==> src/rtl/ula_arbiter_if.sv <==
// ula_arbiter_if: request and response bundle of the shared-ULA arbiter.
//   r0_* / r1_* : two requesters (valid, ready, op, a, b, shamt)
//   rsp_*       : tagged response (valid, ready, id, result, zero)
//   master      : requester/consumer side
//   slave       : arbiter side
//
// Handshake semantics: a transfer happens on a rising clock edge where both
// valid and ready are high. The producer keeps its payload stable while valid
// is high and the transfer has not happened yet. A requester may withdraw
// valid before it is accepted. Ready may depend combinationally on valid.
interface ula_arbiter_if;
  logic        r0_valid;
  logic        r0_ready;
  logic [3:0]  r0_op;
  logic [31:0] r0_a;
  logic [31:0] r0_b;
  logic [4:0]  r0_shamt;

  logic        r1_valid;
  logic        r1_ready;
  logic [3:0]  r1_op;
  logic [31:0] r1_a;
  logic [31:0] r1_b;
  logic [4:0]  r1_shamt;

  logic        rsp_valid;
  logic        rsp_ready;
  logic        rsp_id;
  logic [31:0] rsp_result;
  logic        rsp_zero;

  modport master (
    output r0_valid, r0_op, r0_a, r0_b, r0_shamt,
    output r1_valid, r1_op, r1_a, r1_b, r1_shamt,
    output rsp_ready,
    input  r0_ready, r1_ready,
    input  rsp_valid, rsp_id, rsp_result, rsp_zero
  );

  modport slave (
    input  r0_valid, r0_op, r0_a, r0_b, r0_shamt,
    input  r1_valid, r1_op, r1_a, r1_b, r1_shamt,
    input  rsp_ready,
    output r0_ready, r1_ready,
    output rsp_valid, rsp_id, rsp_result, rsp_zero
  );
endinterface

==> src/rtl/ula_arbiter.sv <==
// ula_arbiter: shares one 32-bit ULA between two requesters.
//   RR_EN     : 1 = round-robin on ties, 0 = r0 always wins ties
//   clk       : rising-edge clock
//   rst_n     : asynchronous active-low reset
//   bus       : ula_arbiter_if.slave (requests in, tagged response out)
//   dbg_state : current FSM state (0 IDLE, 1 EXEC, 2 RESP)
// Flow: accept edge loads operands (IDLE/RESP -> EXEC), the next edge
// captures the ULA result into the response register (EXEC -> RESP), and the
// response is held until rsp_ready. A new request can be accepted in the same
// cycle the response retires, giving one result every two cycles.
module ula_arbiter #(
  parameter bit RR_EN = 1'b1
) (
  input  logic         clk,
  input  logic         rst_n,
  ula_arbiter_if.slave bus,
  output logic [1:0]   dbg_state
);

  typedef enum logic [1:0] {
    S_IDLE = 2'd0,
    S_EXEC = 2'd1,
    S_RESP = 2'd2
  } state_t;

  state_t state, state_nxt;

  logic        grant_id;
  logic        any_req;
  logic        can_accept;
  logic        accept;
  logic        load_rsp;

  logic [3:0]  op_q;
  logic [31:0] a_q;
  logic [31:0] b_q;
  logic [4:0]  shamt_q;
  logic        id_q;
  logic        last_id;

  logic [31:0] ula_y;
  logic        ula_zero;

  // Grant: a tie goes to the requester not served last (RR) or to r0.
  always_comb begin
    any_req  = bus.r0_valid | bus.r1_valid;
    grant_id = 1'b0;
    if (bus.r0_valid && bus.r1_valid) begin
      grant_id = RR_EN ? ~last_id : 1'b0;
    end else if (bus.r1_valid) begin
      grant_id = 1'b1;
    end
  end

  // FSM: state register
  always_ff @(posedge clk or negedge rst_n) begin
    if (!rst_n) begin
      state <= S_IDLE;
    end else begin
      state <= state_nxt;
    end
  end

  // FSM: next state
  always_comb begin
    state_nxt = state;
    case (state)
      S_IDLE:  if (accept) state_nxt = S_EXEC;
      S_EXEC:  state_nxt = S_RESP;
      S_RESP:  if (bus.rsp_ready) state_nxt = accept ? S_EXEC : S_IDLE;
      default: state_nxt = S_IDLE;
    endcase
  end

  // FSM: outputs. Ready is masked by rst_n so it stays low while reset is held.
  always_comb begin
    can_accept    = (state == S_IDLE) || ((state == S_RESP) && bus.rsp_ready);
    accept        = can_accept && any_req;
    bus.r0_ready  = rst_n && can_accept && bus.r0_valid && !grant_id;
    bus.r1_ready  = rst_n && can_accept && bus.r1_valid && grant_id;
    bus.rsp_valid = (state == S_RESP);
    load_rsp      = (state == S_EXEC);
    dbg_state     = state;
  end

  // Operand registers; last_id resets to 1 so r0 wins the first tie.
  always_ff @(posedge clk or negedge rst_n) begin
    if (!rst_n) begin
      op_q    <= '0;
      a_q     <= '0;
      b_q     <= '0;
      shamt_q <= '0;
      id_q    <= 1'b0;
      last_id <= 1'b1;
    end else if (accept) begin
      id_q    <= grant_id;
      last_id <= grant_id;
      if (grant_id) begin
        op_q    <= bus.r1_op;
        a_q     <= bus.r1_a;
        b_q     <= bus.r1_b;
        shamt_q <= bus.r1_shamt;
      end else begin
        op_q    <= bus.r0_op;
        a_q     <= bus.r0_a;
        b_q     <= bus.r0_b;
        shamt_q <= bus.r0_shamt;
      end
    end
  end

  // ULA: shifts act on In2; variable shifts take the amount from In1[4:0].
  // Unassigned opcode 1001 falls into the default (add).
  always_comb begin
    ula_y = a_q + b_q;
    case (op_q)
      4'b0000: ula_y = a_q & b_q;
      4'b0001: ula_y = a_q | b_q;
      4'b0010: ula_y = a_q + b_q;
      4'b0011: ula_y = b_q << shamt_q;
      4'b0100: ula_y = $signed(b_q) >>> shamt_q;
      4'b0101: ula_y = b_q >> shamt_q;
      4'b0110: ula_y = a_q - b_q;
      4'b0111: ula_y = {31'b0, ($signed(a_q) < $signed(b_q))};
      4'b1000: ula_y = {31'b0, (a_q < b_q)};
      4'b1010: ula_y = $signed(b_q) >>> a_q[4:0];
      4'b1011: ula_y = {b_q[15:0], 16'h0000};
      4'b1100: ula_y = ~(a_q | b_q);
      4'b1101: ula_y = a_q ^ b_q;
      4'b1110: ula_y = b_q << a_q[4:0];
      4'b1111: ula_y = b_q >> a_q[4:0];
      default: ula_y = a_q + b_q;
    endcase
    ula_zero = (ula_y == 32'h0);
  end

  // Response register: written only on the EXEC edge, held through RESP.
  always_ff @(posedge clk or negedge rst_n) begin
    if (!rst_n) begin
      bus.rsp_result <= '0;
      bus.rsp_zero   <= 1'b0;
      bus.rsp_id     <= 1'b0;
    end else if (load_rsp) begin
      bus.rsp_result <= ula_y;
      bus.rsp_zero   <= ula_zero;
      bus.rsp_id     <= id_q;
    end
  end

endmodule

==> src/flat_wrapper.sv <==
// flat-port wrapper written by rule: the top's interface ports become plain ports
module ula_arbiter_flat 
#(
  parameter bit RR_EN = 1'b1
)
  (clk, rst_n, dbg_state, bus_r0_valid, bus_r0_op, bus_r0_a, bus_r0_b, bus_r0_shamt, bus_r1_valid, bus_r1_op, bus_r1_a, bus_r1_b, bus_r1_shamt, bus_rsp_ready, bus_r0_ready, bus_r1_ready, bus_rsp_valid, bus_rsp_id, bus_rsp_result, bus_rsp_zero);
  ula_arbiter_if bus_i ();
  input  logic clk;
  input  logic rst_n;
  output logic [1:0] dbg_state;
  input wire logic [$bits(bus_i.r0_valid)-1:0] bus_r0_valid;
  input wire logic [$bits(bus_i.r0_op)-1:0] bus_r0_op;
  input wire logic [$bits(bus_i.r0_a)-1:0] bus_r0_a;
  input wire logic [$bits(bus_i.r0_b)-1:0] bus_r0_b;
  input wire logic [$bits(bus_i.r0_shamt)-1:0] bus_r0_shamt;
  input wire logic [$bits(bus_i.r1_valid)-1:0] bus_r1_valid;
  input wire logic [$bits(bus_i.r1_op)-1:0] bus_r1_op;
  input wire logic [$bits(bus_i.r1_a)-1:0] bus_r1_a;
  input wire logic [$bits(bus_i.r1_b)-1:0] bus_r1_b;
  input wire logic [$bits(bus_i.r1_shamt)-1:0] bus_r1_shamt;
  input wire logic [$bits(bus_i.rsp_ready)-1:0] bus_rsp_ready;
  output wire logic [$bits(bus_i.r0_ready)-1:0] bus_r0_ready;
  output wire logic [$bits(bus_i.r1_ready)-1:0] bus_r1_ready;
  output wire logic [$bits(bus_i.rsp_valid)-1:0] bus_rsp_valid;
  output wire logic [$bits(bus_i.rsp_id)-1:0] bus_rsp_id;
  output wire logic [$bits(bus_i.rsp_result)-1:0] bus_rsp_result;
  output wire logic [$bits(bus_i.rsp_zero)-1:0] bus_rsp_zero;
  assign bus_i.r0_valid = bus_r0_valid;
  assign bus_i.r0_op = bus_r0_op;
  assign bus_i.r0_a = bus_r0_a;
  assign bus_i.r0_b = bus_r0_b;
  assign bus_i.r0_shamt = bus_r0_shamt;
  assign bus_i.r1_valid = bus_r1_valid;
  assign bus_i.r1_op = bus_r1_op;
  assign bus_i.r1_a = bus_r1_a;
  assign bus_i.r1_b = bus_r1_b;
  assign bus_i.r1_shamt = bus_r1_shamt;
  assign bus_i.rsp_ready = bus_rsp_ready;
  assign bus_r0_ready = bus_i.r0_ready;
  assign bus_r1_ready = bus_i.r1_ready;
  assign bus_rsp_valid = bus_i.rsp_valid;
  assign bus_rsp_id = bus_i.rsp_id;
  assign bus_rsp_result = bus_i.rsp_result;
  assign bus_rsp_zero = bus_i.rsp_zero;
  ula_arbiter #(.RR_EN(RR_EN)) u_core (.clk(clk), .rst_n(rst_n), .bus(bus_i), .dbg_state(dbg_state));
endmodule
==> config.mk <==
export PLATFORM = sky130hd
export DESIGN_NAME = ula_arbiter_flat
export DESIGN_NICKNAME = d
export VERILOG_FILES = /design/src/rtl/ula_arbiter_if.sv /design/src/rtl/ula_arbiter.sv /design/src/flat_wrapper.sv
export SDC_FILE = /design/constraint.sdc
export NUM_CORES = 1
export LEC_CHECK = 0
export BUFFER_PORTS_ARGS = -buffer_cell sky130_fd_sc_hd__clkbuf_2
export CAP_MARGIN = 20
export CORE_ASPECT_RATIO = 1.75
export CORE_MARGIN = 3
export CORE_UTILIZATION = 40
export DETAILED_ROUTE_END_ITERATION = 12
export MAX_ROUTING_LAYER = met4
export SKIP_CTS_REPAIR_TIMING = 1
export SYNTH_ARGS = -nofsm -noshare
export SYNTH_HDL_FRONTEND = slang
export SYNTH_SLANG_ARGS = --single-unit
==> constraint.sdc <==
create_clock -name clk -period 5.84 [get_ports clk]
set_input_delay 0.876 -clock clk [delete_from_list [all_inputs] [get_ports clk]]
set_output_delay 0.876 -clock clk [all_outputs]
set_load 0.02 [all_outputs]
### Word level (Yosys, flattened, before mapping)

Cells that the tools add are included.
Widths: inputs -> output; s select.

| storage, ports and cells | value |
|---|---|
| flip-flop bits (word level) | 111 |
| input bits | 151 |
| output and inout bits | 39 |

| operators by class | value |
|---|---|
| add/sub/neg operators | 2 |
| order comparisons | 2 |
| equality and inequality tests | 17 |
| shift-type cells | 6 |
| mux-type cells | 11 |
| bitwise operators | 6 |
| reductions and logical operators | 14 |

Operator list:

| kind | number |
|---|---|
| $pmux 32 s14 | 1 |
| $lt 32x32->1 | 2 |
| $mux 32 | 2 |
| $shl 32x5->32 | 2 |
| $shr 32x5->32 | 2 |
| $sshr 32x5->32 | 2 |
| $add 32x32->32 | 1 |
| $and 32x32->32 | 1 |
| $logic_not 32->1 | 1 |
| $not 32->32 | 1 |
| $or 32x32->32 | 1 |
| $sub 32x32->32 | 1 |
| $xor 32x32->32 | 1 |
| $eq 4x4->1 const B | 7 |
| $eq 4x3->1 const B | 4 |
| $logic_and 1x1->1 | 8 |
| $pmux 2 s3 | 1 |
| $mux 5 | 1 |
| $eq 4x1->1 const B | 1 |
| $eq 4x2->1 const B | 1 |
| $logic_not 4->1 | 1 |
| $mux 2 | 2 |
| $mux 4 | 1 |
| $mux 1 | 3 |
| 10 further kinds | 10 |

### Longest topological paths before layout

| logic depth | value |
|---|---|
| depth after elaboration | 7 |
| depth in mapped cells | 17 |

### Least setup slack after synthesis

No wires, ideal clock.

| path | value |
|---|---|
| path kind | register -> register |
| start point | register u_core.a_q[2] |
| end point | register u_core.bus.rsp_zero |
| arrival | 4317 ps |
| data required time | 5764 ps |
| path slack | 1447 ps |
| stages on the path, launching flop included | 17 |
| clock period less this slack | 4393 ps |
| cell sequence | dfrtp_1 > buf_2 > buf_1 > inv_1 > ha_1 > clkbuf_1 > or4_1 > a21o_1 > a211oi_1 > o2111ai_1 > a311oi_1 > mux2i_1 > o21ai_1 > or4_1 > nor4_1 > nand4bb_1 > o21ai_1 |

| between the ends | value |
|---|---|
| longest elaborated chain between the ends | 4 |
| elaborated cells between the ends (all ways) | 13 |
| those cells by class | add/sub (2); order compare (2); shift (3); mux (1); bitwise (4); reduce/logical (1) |

Ends and longest elaborated chain:

| what | line | RTL |
|---|---|---|
| start: declaration | ula_arbiter.sv:35 | `logic [31:0] a_q;` |
| start signal: assignment | ula_arbiter.sv:100 | `a_q <= bus.r1_a;` |
| start signal: assignment | ula_arbiter.sv:105 | `a_q <= bus.r0_a;` |
| parallel branches: the longest is 2 deep, another holds $add 32x32->32 | -- |  |
| $pmux 32 s14 * | ula_arbiter.sv:116 | `case (op_q)` |
| $logic_not 32->1 * | ula_arbiter.sv:134 | `ula_zero = (ula_y == 32'h0);` |
| end signal: assignment | ula_arbiter.sv:145 | `bus.rsp_zero <= ula_zero;` |
| end: declaration | ula_arbiter_if.sv:45 | `output rsp_valid, rsp_id, rsp_result, rsp_zero` |

Every way passes the cells marked *.
A chain may end at the register's enable or synchronous reset.

### Worst setup path in the final report

| path | value |
|---|---|
| start point | register u_core.a_q[3] |
| end point | register u_core.bus.rsp_zero |

Same word-level chain as after synthesis.

==> parameters.txt <==
Parameter                              Value

Setup path
  Required @ worst endpoint    6.19 ns
  Slowest cell on the critical path    a2111oi_1
  Library cell appearing most often on the critical path    o211ai_1
  Worst setup SP type    register
  Worst Setup Path Type    reg2reg
  Kind of end point of the critical path    register
  Critical Path, Cell by Cell    inv_1 > ha_1 > o211a_1 > and3b_1 > o211ai_1 > and2_1 > xnor2_1 > o32ai_1 > a2111oi_1 > o211ai_1 > or4_1 > nor4_1 > nand4bb_1 > o21ai_1
  CP max stage delay    0.84 ns
  Peak fanout along the critical path    9
  WP data arrival    ~6.1 ns

Yosys
  Share of synthesized area spent on multiplexers    19.0%
  Combinational family with the most area after synthesis    compound AO/OA/AOI/OAI gates
  Post-synthesis simple-gate area fraction    21.2%
  Post-synthesis register bit count    111
  Sequential-to-total area share from yosys stat    between 10% and 20%
  Area share of fa/ha/maj cells after synthesis    7.21%
  XOR/XNOR Fraction of Synth Area    0.915%
  Async SR Flop Fraction    100%
  Synthesized netlist cell count    2367
  Synth warnings    0
  Cell area after technology mapping    around 0.017 sq mm
  Unique cell type count in the Yosys netlist    95
  Primary FF master, synth    dfrtp_1
  Compound-cell area share of the yosys netlist    28.2%
  Total nets after synthesis    2616
  Number of enable flip-flop cells after synthesis    0
  Average cell area after synthesis    7.28 sq um

Min path
  Path category of the worst min-delay check    in2async

STA
  RSZ-0062 raised after global routing    no
  Final setup TNS    0 ns
  Worst Clk Skew    0.0159 ns
  Highest clock rate    between 150 and 200 MHz
  Time the worst path needs with I/O delays and setup    5.76 ns
  Max transition margin    11.9%
  Minimum hold slack    0.280 ns
  Final worst path period share    98.6%
  Pin slew with the least headroom to its limit    1.29 ns
  Total count of max-transition violations in the final report    0
  Endpoints failing hold    0
  Final setup vio count    0

Global route
  Antenna violations before repair    6
  Leftover overflow at the end of global routing    0
  Via count of the first global-routing pass    20400
  Total routing resource utilization after global routing    46.8%
  Largest net degree at the start of global routing    approximately 110
  First-pass GRT wire length    approximately 150 mm

Job
  Number of max-cap violations    0

Floorplanning
  Row count    100
  Boundary pin count    190
  Core box area    0.0425 sq mm
  Die Area    0.0457 sq mm
  Die boundary width    163 microns
  Die height    280 microns
  Initial standard-cell utilization of the core    40.5%

Route
  Via-to-Cell Ratio    6.89
  Post-route DRC violation count    0
  Antenna viol nets, final    0
  Routed wire length per instance    between 30 and 40 microns
  Total wire length after detailed routing    107 mm
  Count of TritonRoute iterations in the first routing pass    7
  Via count of the routed design    21300
  Starting DRT DRC Count    2572

Placement
  GPL Wtd Cong    around 1.2
  Buffers added on ports    189
  HPWL reported at the end of detailed placement    84.1 mm

Clock tree
  TritonCTS clock tree    built
  Insertion delay of the later-clocked pin in the worst-skew pair    between 0.4 and 0.5 ns
  Max H-tree Level    3
  Number of buffers created by CTS    9
  Number of sinks handled by clock tree synthesis    111
  Number of buffers on the longest clock path    2
  Clock transition at the registers of the reported paths    0.10 ns
  Root buffer cell    clkbuf_16

Layout
  Leading cell types in the layout, fill and taps excluded    nand2_1 (315), mux2i_1 (275), nor2_1 (195)
  # nets final    around 2800
  Share of the core filled with cells    46.2%
  Area Overhead vs Synth    14.1%
  Most common library cell in the layout ignoring fill and taps    nand2_1
  Layout cell share with drive strength beyond 1    17.3%

Outcome
  Outcome    finished, final reports clean
-- cells in the mapped netlist (all sizes together), types with 6 or more instances --
cell	number	area share, %
a2111oi	11	0.60
nand4	21	0.85
a211oi	44	1.9
a21boi	7	0.31
nor4	20	0.73
o31ai	16	0.70
a221o	13	0.76
a31oi	27	0.98
a221oi	24	1.2
nand2	315	6.9
o2111ai	10	0.51
nor4b	8	0.44
and2	10	0.36
a211o	9	0.46
mux2	25	1.7
o221ai	12	0.61
o21bai	10	0.44
a21oi	161	4.7
clkbuf	146	3.2
mux2i	284	17
ha	96	7.0
a222oi	10	0.58
o211ai	47	2.0
a32oi	11	0.60
inv	100	2.2
nor3b	10	0.44
nor2	196	4.3
xnor2	15	0.76
o21ai	178	5.2
nand3	49	1.4
buf	62	2.0
dfrtp	110	16
a21o	23	1.0
or2	6	0.22
nor3	63	1.8
nand2b	33	1.2
o32ai	9	0.50
a22oi	30	1.3
nor2b	14	0.51
and3	7	0.25
o311ai	6	0.31
o22ai	26	0.94
-- through the flow --
stage          instances  worst slack, ns  cell area, sq um
2_1_floorplan       2367             1.45             17200
3_3_place_gp        3071            0.267             19300
3_5_place_dp        3071            0.370             19300
4_1_cts             3087            0.313             19600
5_1_grt             3094           0.0562             19600
6_report            3096           0.0797             19700
-- critical path, delay by kind of cell, from the launching register on --
family	cells	cell delay [ns]
xor gates and xnor gates	1	0.71
buffers and inverters	1	0.21
adders and majority gates	1	0.51
and+or+nand+nor	5	1.62
DFF	1	0.68
AOI/OAI and AO/OA	6	1.93
-- state kept, by name (all words and copies together) (netlist names) --
register	flops
u_core.dbg_state	2
u_core.op_q	4
u_core.a_q	32
u_core.bus.rsp_id	1
u_core.b_q	32
u_core.bus.rsp_result	32
u_core.shamt_q	5
u_core.id_q	1
u_core.last_id	1
u_core.bus.rsp_zero	1
-- worst paths after layout --
check | startpoint | cells past startpoint | end | slack (ns)
max reg2reg | u_core.a_q[3] | 14 | u_core.bus.rsp_zero | 0.08
min | rst_n | 1 | u_core.a_q[7] | 0.28
max in group asynchronous | rst_n | 3 | u_core.b_q[28] | 3.84
min reg2reg | u_core.bus.rsp_result[1] | 2 | u_core.bus.rsp_result[1] | 0.48
max | u_core.a_q[3] | 14 | u_core.bus.rsp_zero | 0.08
min in group clk | u_core.bus.rsp_result[1] | 2 | u_core.bus.rsp_result[1] | 0.48
-- routing by layer --
layer / wire length (microns) / track usage, % / up-vias / part of all wire, %
li1: - / - / 9076 / -
met1: 36800 / 50.4 / 10100 / 34
met2: 47000 / 70.9 / 1577 / 44
met3: 9850 / 10.2 / 611 / 9.2
met4: 13600 / 43.3 / 0 / 13
met5: 0 / - / - / 0
-- logic make-up after synthesis --
family                     after synthesis
buffers and inverters                  308
muxes                                  314
AOI/OAI and AO/OA                      733
xor gates and xnor gates                18
and+or+nand+nor                        785
DFF                                    111
adders and majority gates               98
-- cell type report --
cell class | instances | area (sq um)
diodes | 6 | 15.0
clock buffers | 9 | 225
clock inverters | 7 | 91.3
fillers | 4422 | 22900
inverters | 100 | 375
multi-input cells | 1948 | 13300
flip-flops and latches | 111 | 2780
well taps | 561 | 702
repair buffers | 354 | 2200
Power is not shown: default switching activity piles up to over one toggle a cycle in this logic, so the estimate is an artifact.
